## src/rtl/addr_4bit.sv

```systemverilog
// Registered 4-bit adder/subtractor with sign-magnitude 5-bit result, one-cycle latency.
// Optional Zero flag output enabled by defining ADDR4BIT_ZERO_FLAG_EN.
module addr_4bit (
  input  logic       clk,
  input  logic       rst_n,
  input  logic       in_valid,
  input  logic [3:0] A,
  input  logic [3:0] B,
  input  logic       M,
  output logic       out_valid,
  output logic       Sign,
  output logic [4:0] S
`ifdef ADDR4BIT_ZERO_FLAG_EN
  ,
  output logic       Zero
`endif
);

  logic [3:0] w_b;
  logic [4:0] w_c;
  logic [3:0] w_sum;
  logic [3:0] w_neg;
  logic [4:0] w_s_nxt;
  logic       w_sign_nxt;

  logic       r_out_valid;
  logic       r_sign;
  logic [4:0] r_s;

  // Subtract is A + ~B + 1: invert B and inject M as the carry-in.
  assign w_b    = B ^ {4{M}};
  assign w_c[0] = M;

  genvar gi;
  generate
    for (gi = 0; gi < 4; gi = gi + 1) begin : g_fa
      assign w_sum[gi]  = A[gi] ^ w_b[gi] ^ w_c[gi];
      assign w_c[gi+1]  = (A[gi] & w_b[gi]) | (w_c[gi] & (A[gi] ^ w_b[gi]));
    end
  endgenerate

  assign w_neg = ~w_sum + 4'd1;

  // Map the raw ripple sum onto sign-magnitude form.
  always_comb begin
    w_s_nxt    = 5'd0;
    w_sign_nxt = 1'b0;
    if (!M) begin
      w_s_nxt    = {w_c[4], w_sum};
      w_sign_nxt = 1'b0;
    end else if (w_c[4]) begin
      w_s_nxt    = {1'b0, w_sum};
      w_sign_nxt = 1'b0;
    end else begin
      w_s_nxt    = {1'b0, w_neg};
      w_sign_nxt = 1'b1;
    end
  end

  // Result register: reset wins over a same-cycle input.
  always_ff @(posedge clk) begin
    if (!rst_n) begin
      r_out_valid <= 1'b0;
      r_sign      <= 1'b0;
      r_s         <= 5'd0;
    end else if (in_valid) begin
      r_out_valid <= 1'b1;
      r_sign      <= w_sign_nxt;
      r_s         <= w_s_nxt;
    end else begin
      r_out_valid <= 1'b0;
      r_sign      <= r_sign;
      r_s         <= r_s;
    end
  end

  assign out_valid = r_out_valid;
  assign Sign      = r_sign;
  assign S         = r_s;

`ifdef ADDR4BIT_ZERO_FLAG_EN
  assign Zero = (r_s == 5'd0);
`endif

endmodule

```

## config.mk

```make
export PLATFORM = sky130hd
export DESIGN_NAME = addr_4bit
export DESIGN_NICKNAME = d
export VERILOG_FILES = /design/src/rtl/addr_4bit.sv
export SDC_FILE = /design/constraint.sdc
export NUM_CORES = 1
export LEC_CHECK = 0
export ABC_CLOCK_PERIOD_IN_PS = 2400
export BUFFER_PORTS_ARGS = -buffer_cell sky130_fd_sc_hd__buf_2
export CAP_MARGIN = 30
export CORE_AREA = 3 3 40 42
export CTS_BUF_LIST = sky130_fd_sc_hd__clkbuf_4
export CTS_CLUSTER_DIAMETER = 40
export CTS_CLUSTER_SIZE = 20
export DETAILED_ROUTE_END_ITERATION = 12
export DIE_AREA = 0 0 43 45
export PLACE_DENSITY_LB_ADDON = 0.3
export RECOVER_POWER = 50
export SYNTH_ARGS = -nofsm -noshare
export SYNTH_HDL_FRONTEND = slang
export SYNTH_SLANG_ARGS = --single-unit
```

## constraint.sdc

```tcl
create_clock -name clk -period 2.4 [get_ports clk]
set_input_delay 0.36 -clock clk [delete_from_list [all_inputs] [get_ports clk]]
set_output_delay 0.36 -clock clk [all_outputs]
set_load 0.02 [all_outputs]
```

* Word level (Yosys, flattened, before mapping)
Index checks and enable logic that the tools add are counted.
** Word-level totals
- Logic and storage cells :: 31
- Output and inout port bits :: 7
- Input bits :: 12
- Bits in registers :: 7
** Operators by class
- Bitwise gates (word level) :: 22
- Mux-type cells :: 5
- Add/sub/neg operators :: 1
** Operator list (count)
- $and A1 B1 Y1 :: 8
- $xor A1 B1 Y1 :: 8
- $mux W5 :: 1
- $add A4 B1 Y4 const B :: 1
- $mux W4 :: 1
- $not A4 Y4 :: 1
- $or A1 B1 Y1 :: 4
- $xor A4 B4 Y4 :: 1
- $mux W1 :: 3

* Logic depth before layout (Yosys ltp)
Gate-level depths: netlist of the first run.
- Depth in word-level cells :: 13
- Mapped depth :: 10
- Depth with buffers taken out :: 9

* Worst setup path before layout of the first run
OpenSTA, ideal clock, no wires.
- Kind :: in2reg
- Start point :: in M
- End point :: reg r_s[3], in the netlist S[3]
- Required time :: 2273 ps
- Path buffers :: 1
- Slack :: -154 ps
- Data arrival time :: 2427 ps
- Library setup time :: 127 ps
- Stages :: 10
- Cell sequence :: buf_4 -> mux2_2 -> fa_1 -> inv_1 -> fa_1 -> inv_1 -> fa_1 -> and2b_1 -> o31ai_1 -> or3b_1
** Between the ends
- Longest elaborated chain between the ends :: 13
- Elaborated cells between the ends (all ways) :: 25
- Classes of those cells :: add/sub: 1; mux: 2; bitwise: 22
** RTL lines
- start: declaration :: RTL line 9 : input logic M,
- $xor A4 B4 Y4 :: RTL line 31 : assign w_b = B ^ {4{M}};
- $xor A1 B1 Y1 :: RTL line 37, 38
- $and A1 B1 Y1 :: RTL line 38 : assign w_c[gi+1] = (A[gi] & w_b[gi]) | (w_c[gi] & (A[gi] ^ w_b[gi]));
- $or A1 B1 Y1 :: RTL line 38
- $and A1 B1 Y1 :: RTL line 38
- $or A1 B1 Y1 :: RTL line 38
- $and A1 B1 Y1 :: RTL line 38
- $or A1 B1 Y1 :: RTL line 38
- $xor A1 B1 Y1 :: RTL line 37 : assign w_sum[gi] = A[gi] ^ w_b[gi] ^ w_c[gi];
- $not A4 Y4 :: RTL line 42 : assign w_neg = ~w_sum + 4'd1;
- $add A4 B1 Y4 :: RTL line 42
- $mux W4 :: RTL line 51 : end else if (w_c[4]) begin
- $mux W5 (*) :: RTL line 48 : if (!M) begin
- end signal: assignment :: RTL line 69 : r_s <= w_s_nxt;
- end signal: assignment :: RTL line 73 : r_s <= r_s;
- end: declaration :: RTL line 28 : logic [4:0] r_s;
Mark *: on every way between the ends. The rest lies on a longest branch, timed or not.
A chain may end at the register's enable or synchronous reset.

* Worst setup path after layout of the first run
- Start point :: in B[0]
- End point :: reg r_s[3], in the netlist S[3]
** Between the ends
- Longest elaborated chain between the ends :: 13
- Elaborated cells between the ends (all ways) :: 19
- Classes of those cells :: add/sub: 1; mux: 2; bitwise: 16
** RTL lines
- start: declaration :: RTL line 8 : input logic [3:0] B,
- $xor A4 B4 Y4 (*) :: RTL line 31
- $xor A1 B1 Y1 :: RTL line 37, 38
- $and A1 B1 Y1 :: RTL line 38
- $or A1 B1 Y1 :: RTL line 38
- $and A1 B1 Y1 :: RTL line 38
- $or A1 B1 Y1 :: RTL line 38
- $and A1 B1 Y1 :: RTL line 38
- $or A1 B1 Y1 :: RTL line 38
- $xor A1 B1 Y1 :: RTL line 37
- $not A4 Y4 :: RTL line 42
- $add A4 B1 Y4 :: RTL line 42
- $mux W4 :: RTL line 51
- $mux W5 (*) :: RTL line 48
Marked as above.

==> results.toml, run 1 <==
[detailed_routing]
wl_per_cell_microns = 9.48
first_pass_iters = 4
drt-met1-wl_microns = 328
highest_layer = "met4"
drt-total-wl_microns = 834
viasPerCell = 4.75
drt_iter0_markers = 4
route.met3.wl_microns = 76
num_vias = 418
met2_length_microns = 410
ant_nets = 0
drc = 0

[yosys]
avgSynthCellArea_sq_um = 9.93
synth_top_area_cell = "dfxtp_1"
yosysTopAreaCellShare_pct = 29.4
netlist_top_cells_area = "dfxtp_1 (29%), fa_1 (13%), a211oi_1 (4.7%)"
synth-edff-count = 0
netlist_area_sq_um = 477
ys_seq_elements = 7
synth_ff_type = "dfxtp_1"
synthDistinctLibCells = 27
yosysWarnings = 0
syn_nets = 64
async_reset_ff_share_pct = 0
synthCells = 48
seq_area_frac_synth_pct = 29.4

[global_route]
grt-ovfl-total = 0
antenna_found_initial = 0
grt_pass1_wl_microns = 1550
grt_pass1_vias = 403
grt_max_degree = 14
grtUsageTotal_pct = 11.0

[critical_path]
cp_common_cell = "fa_2"
rr_startpoint = "S[3]$_SDFFE_PN0P_"
cp-start-kind = "primary input"
r2r_end = "S[3]$_SDFFE_PN0P_"
worstPathArrival_ps = 2480
end_kind = "register"
critPathRequiredTime_ps = 2530
critical_path.slowest_cell = "fa_2"
cp_max_fo = 3
crit_chain = "buf_2 -> mux2_4 -> fa_2 -> inv_2 -> fa_2 -> inv_2 -> fa_2 -> nand4bb_1 -> a211oi_1 -> or3b_1"
worstSetupStartpoint = "B[0]"
cpPeakStageDelay_ps = 570
rr_worst_depth = 3
critPathKind = "primary input to register"
rrSetupSlack_ps = 1480

[hold_path]
hold_depth = 2
min_to = "S[2]$_SDFFE_PN0P_"
holdCritPathClass = "primary input to register"
min_from = "rst_n"

[sta]
finalWorstSetupSlack_ps = 48.6
fmax_mhz = 425
clock-skew-final_ps = 0
slew-limit-headroom_pct = 83.3
rsz0062_at_grt = "yes"
worst_pin_slew_ps = 251
hold_viol = 0
maxSlewViolCount = 0
finalSetupViolations = 0
fin_crit_sh_pct = 98.0
min_period_ps = 2350

[placed_design]
post-dp-hpwl_microns = 713
placed_area_sq_um = 613
gp_congestion = 0.722
preCtsSetupSlack_ps = -240
port_buffers = 18

[die]
fp.dieH_microns = 45
die_area_sq_mm = 0.00194
start_util_pct = 37.1
die_w_microns = 43
coreArea_sq_mm = 0.00128
ioPinCount = 19
num_rows = 13

[cells_and_area]
final_common_cell = "buf_2"
area_growth_pct = 35.7
layout_common_cells = "buf_2 (14), dfxtp_1 (7), buf_4 (5)"
final.fill_count = 130
drive_above_1_share_pct = 42.5
finalInstanceArea_sq_um = 647
fin_nets = 90
diodes = 0

[clock_tree]
clk_latency_ps = 240
htree_levels = 1
cts_sinks = 7
ctsLongestPathBuffers = 2
cts_buffers = 3
cts_tree = "built"
clk_pin_slew_worst_paths_ps = 50
cts_hold_buffers = 0
cts_root_buffer = "clkbuf_4"

[status]
outcome = "finished, final reports clean"

[pwr]
vdd_ir_drop_max_mv = 0.184
p_per_area_mw_per_mm2 = 601
p_leak_nw = 0.307

[job]
maxCapViolCount = 0
power breakdown:
group	switching, mW	total (mW)	internal [mW]	leakage, nW
registers	0.00470	0.133	0.129	0.0578
clock network	0.0395	0.114	0.0745	0.0184
logic	0.0720	0.142	0.0697	0.231
total	0.116	0.389	0.273	0.307
how the worst max path moves through the flow:
stage                                    to  slack (ps)  cells past startpoint
after detailed placement  S[3]$_SDFFE_PN0P_        -240                     10
after global routing      S[3]$_SDFFE_PN0P_         -40                     10
after floorplan           S[3]$_SDFFE_PN0P_        -130                     10
after CTS                 S[3]$_SDFFE_PN0P_          20                     10
final                     S[3]$_SDFFE_PN0P_          50                     10
after global placement    S[3]$_SDFFE_PN0P_        -210                     10
layout make-up:
| class | instances | area (sq um) | area share, % |
|---|---|---|---|
| multi-input combinational | 34 | 317 | 48.9 |
| timing repair buffer | 23 | 123 | 19.0 |
| clock buffer | 4 | 30.0 | 4.64 |
| tap | 15 | 18.8 | 2.90 |
| inverter | 5 | 18.8 | 2.90 |
| sequential | 7 | 140 | 21.7 |
synth_stat cells (2+ instances only):
cell type,count
nor2b_1,2
dfxtp_1,7
nand3b_1,2
nor2_1,3
inv_1,5
fa_1,3
mux2i_1,2
xor2_1,2
a211oi_1,3
xnor2_1,2
sequential cells by signal, summed over array words and instances (netlist names):
register and count:
out_valid 1, S 5, Sign 1
worst max-delay path: cells and delay by family:
family / cells / cell delay (ps)
AO/OA/AOI/OAI: 1 / 50
adder cells (fa/ha/maj): 3 / 1090
buffers and inverters: 3 / 210
multiplexers: 1 / 300
AND/OR/NAND/NOR: 2 / 470
cells by family (layout without fill, tap and decap cells):
logic type,Yosys count,after routing,share of synthesized area [%]
and+or+nand+nor,16,16,22.3
DFF,7,7,29.4
buffers and inverters,7,32,6.56
AOI/OAI and AO/OA,6,6,9.19
xor gates and xnor gates,5,5,10.8
adders and majority gates,4,4,15.2
muxes,3,3,6.56
routing by layer:
layer	vias up	track usage, %
met2	18	18.6
met1	188	11.7
met3	2	1.59
met4	0	10.8
met5	-	0
li1	210	-
metrics by stage:
stage | hold WS (ps) | power (mW) | util [%] | std cells | TNS [ps]
after floorplan | 493 | 0.232 | - | 48 | -131
after global placement | 459 | 0.273 | 47.7 | 84 | -365
after detailed placement | 478 | 0.276 | 47.7 | 84 | -419
after CTS | 373 | 0.394 | 50.0 | 88 | 0
after global routing | 398 | 0.422 | 50.3 | 88 | -40.2
final | 382 | 0.389 | 50.3 | 88 | 0
repair_timing:
| item | 4_1_cts | 5_1_grt |
|---|---|---|
| setup buffers | 0 | 0 |
| endpoints found under the setup margin | 0 | 1 |
| gates resized for setup | 0 | 5 |
(Power assumes the default switching activity.)
==> inputs of run 2 (changes only) <==
--- a/config.mk
+++ b/config.mk
@@ -6,11 +6,11 @@
 export NUM_CORES = 1
 export LEC_CHECK = 0
 export ABC_CLOCK_PERIOD_IN_PS = 2400
-export BUFFER_PORTS_ARGS = -buffer_cell sky130_fd_sc_hd__buf_2
+export BUFFER_PORTS_ARGS = -buffer_cell sky130_fd_sc_hd__buf_4
 export CAP_MARGIN = 30
 export CORE_AREA = 3 3 40 42
 export CTS_BUF_LIST = sky130_fd_sc_hd__clkbuf_4
-export CTS_CLUSTER_DIAMETER = 40
+export CTS_CLUSTER_DIAMETER = 30
 export CTS_CLUSTER_SIZE = 20
 export DETAILED_ROUTE_END_ITERATION = 12
 export DIE_AREA = 0 0 43 45
==> run 2 against run 1 <==
  * Final cell count unchanged
  * Highest routed layer unchanged
  * Largest power group unchanged
  * Critical endpoint unchanged
  * Flip-flop and latch count did not move
  * Non-clock buffer count stayed put
==> results.toml, run 2 (same netlist as run 1, synthesis figures left out) <==
[status]
outcome = "finished, final reports clean"

[global_route]
grtUsageTotal_pct = 10.9
grt_pass1_wl_microns = 1590
grt-ovfl-total = 0
antenna_found_initial = 0
grt_max_degree = 14
grt_pass1_vias = 408

[pwr]
p_switching_mw = 0.117
p_seq_share_pct = 33.7
total_power_mw = 0.396
comb_power_share_pct = 37.4
p_clk_share_pct = 28.9
p_leak_nw = 0.317
intPower_mw = 0.279
p_per_area_mw_per_mm2 = 583
vdd_ir_drop_max_mv = 0.215
swShare_pct = 29.5

[cells_and_area]
final_common_cell = "buf_4"
diodes = 0
largest_reg_flops = 5
finish.utilization_pct = 52.9
fin_nets = 90
drive_above_1_share_pct = 41.1
area_growth_pct = 42.5
final.fill_count = 144
layout_common_cells = "buf_4 (19), dfxtp_1 (7), clkbuf_4 (4), clkbuf_1 (4)"
regArea_sq_um = 140
multi_input_area_sq_um = 314

[sta]
worst_pin_slew_ps = 250
fin_hold_ws_ps = 369
fmax_mhz = 428
min_period_ps = 2340
rsz0062_at_grt = "yes"
hold_viol = 0
clock-skew-final_ps = 0
finalSetupViolations = 0
slew-limit-headroom_pct = 83.4
maxSlewViolCount = 0
fin_crit_sh_pct = 97.4

[placed_design]
port_buffers = 18
gp_congestion = 0.760
post-dp-hpwl_microns = 734

[critical_path]
rr_startpoint = "S[3]$_SDFFE_PN0P_"
end_kind = "register"
critPathKind = "primary input to register"
cp_max_fo = 3
rrSetupSlack_ps = 1480
worstPathArrival_ps = 2460
cp-start-kind = "primary input"
critPathRequiredTime_ps = 2520
rr_worst_depth = 3
r2r_end = "S[3]$_SDFFE_PN0P_"

[die]
num_rows = 13
die_w_microns = 43
coreArea_sq_mm = 0.00128
fp.dieH_microns = 45
ioPinCount = 19
start_util_pct = 37.1
die_area_sq_mm = 0.00194

[detailed_routing]
first_pass_iters = 4
drt-total-wl_microns = 879
num_vias = 427
wl_per_cell_microns = 9.99
drc = 0
drt_iter0_markers = 4
ant_nets = 0
viasPerCell = 4.85

[clock_tree]
clk_pin_slew_worst_paths_ps = 50
post_cts_buffers = 0
cts_hold_buffers = 0
post_cts_resized = 0
cts_root_buffer = "clkbuf_4"
htree_levels = 1
ctsLongestPathBuffers = 2
cts_sinks = 7
cts_tree = "built"
cts_buffers = 3
clk_latency_ps = 240

[hold_path]
min_from = "rst_n"
min_to = "S[2]$_SDFFE_PN0P_"
hold_depth = 2
holdCritPathClass = "primary input to register"

[job]
maxCapViolCount = 0
## run 2: area by class of cell
class / instances / share of cell area, %
multi-input cells: 34 / 46.2
inverters: 5 / 2.76
flip-flops and latches: 7 / 20.6
clock buffers: 4 / 4.42
well taps: 15 / 2.76
repair buffers: 23 / 23.2
## run 2: how the worst max path moves through the flow
stage	start	end	slack [ps]	depth (start not counted)
finish	B[0]	S[3]$_SDFFE_PN0P_	60	10
global route	B[0]	S[3]$_SDFFE_PN0P_	-20	10
CTS	B[0]	S[3]$_SDFFE_PN0P_	30	10
detailed placement	B[0]	S[3]$_SDFFE_PN0P_	-230	10
global placement	B[0]	S[3]$_SDFFE_PN0P_	-210	10
floorplan	M	S[3]$_SDFFE_PN0P_	-130	10
## run 2: worst max-delay path, cell delays in order
cell       delay, ps
buf_4            120
mux2_4           290
fa_2             330
inv_2             60
fa_1             170
inv_2             40
fa_2             570
nand4bb_1        120
a211oi_1          50
or3b_1           350
## run 2: metal layers
metal | global-route usage, % | wire [microns]
met1 | 12.6 | 365
met2 | 18.0 | 424
met3 | 2.39 | 70
met4 | 7.23 | 19
met5 | 0 | 0
## run 2: per-stage QoR
stage	instance area (sq um)	instances	worst slack [ps]	TNS [ps]
floorplan	479	48	-131	-131
global placement	658	84	-211	-332
detailed placement	658	84	-232	-373
finish	679	88	62.5	0
CTS	688	88	26.3	0
global route	679	88	-24.5	-24.5
## run 2: power by group through the flow
stage | logic, mW | registers [mW] | clock network, mW
after global routing | 0.167 | 0.135 | 0.127
after CTS | 0.153 | 0.134 | 0.117
final | 0.148 | 0.133 | 0.114
after floorplan | 0.0807 | 0.151 | 0
after global placement | 0.150 | 0.136 | 0
after detailed placement | 0.153 | 0.136 | 0
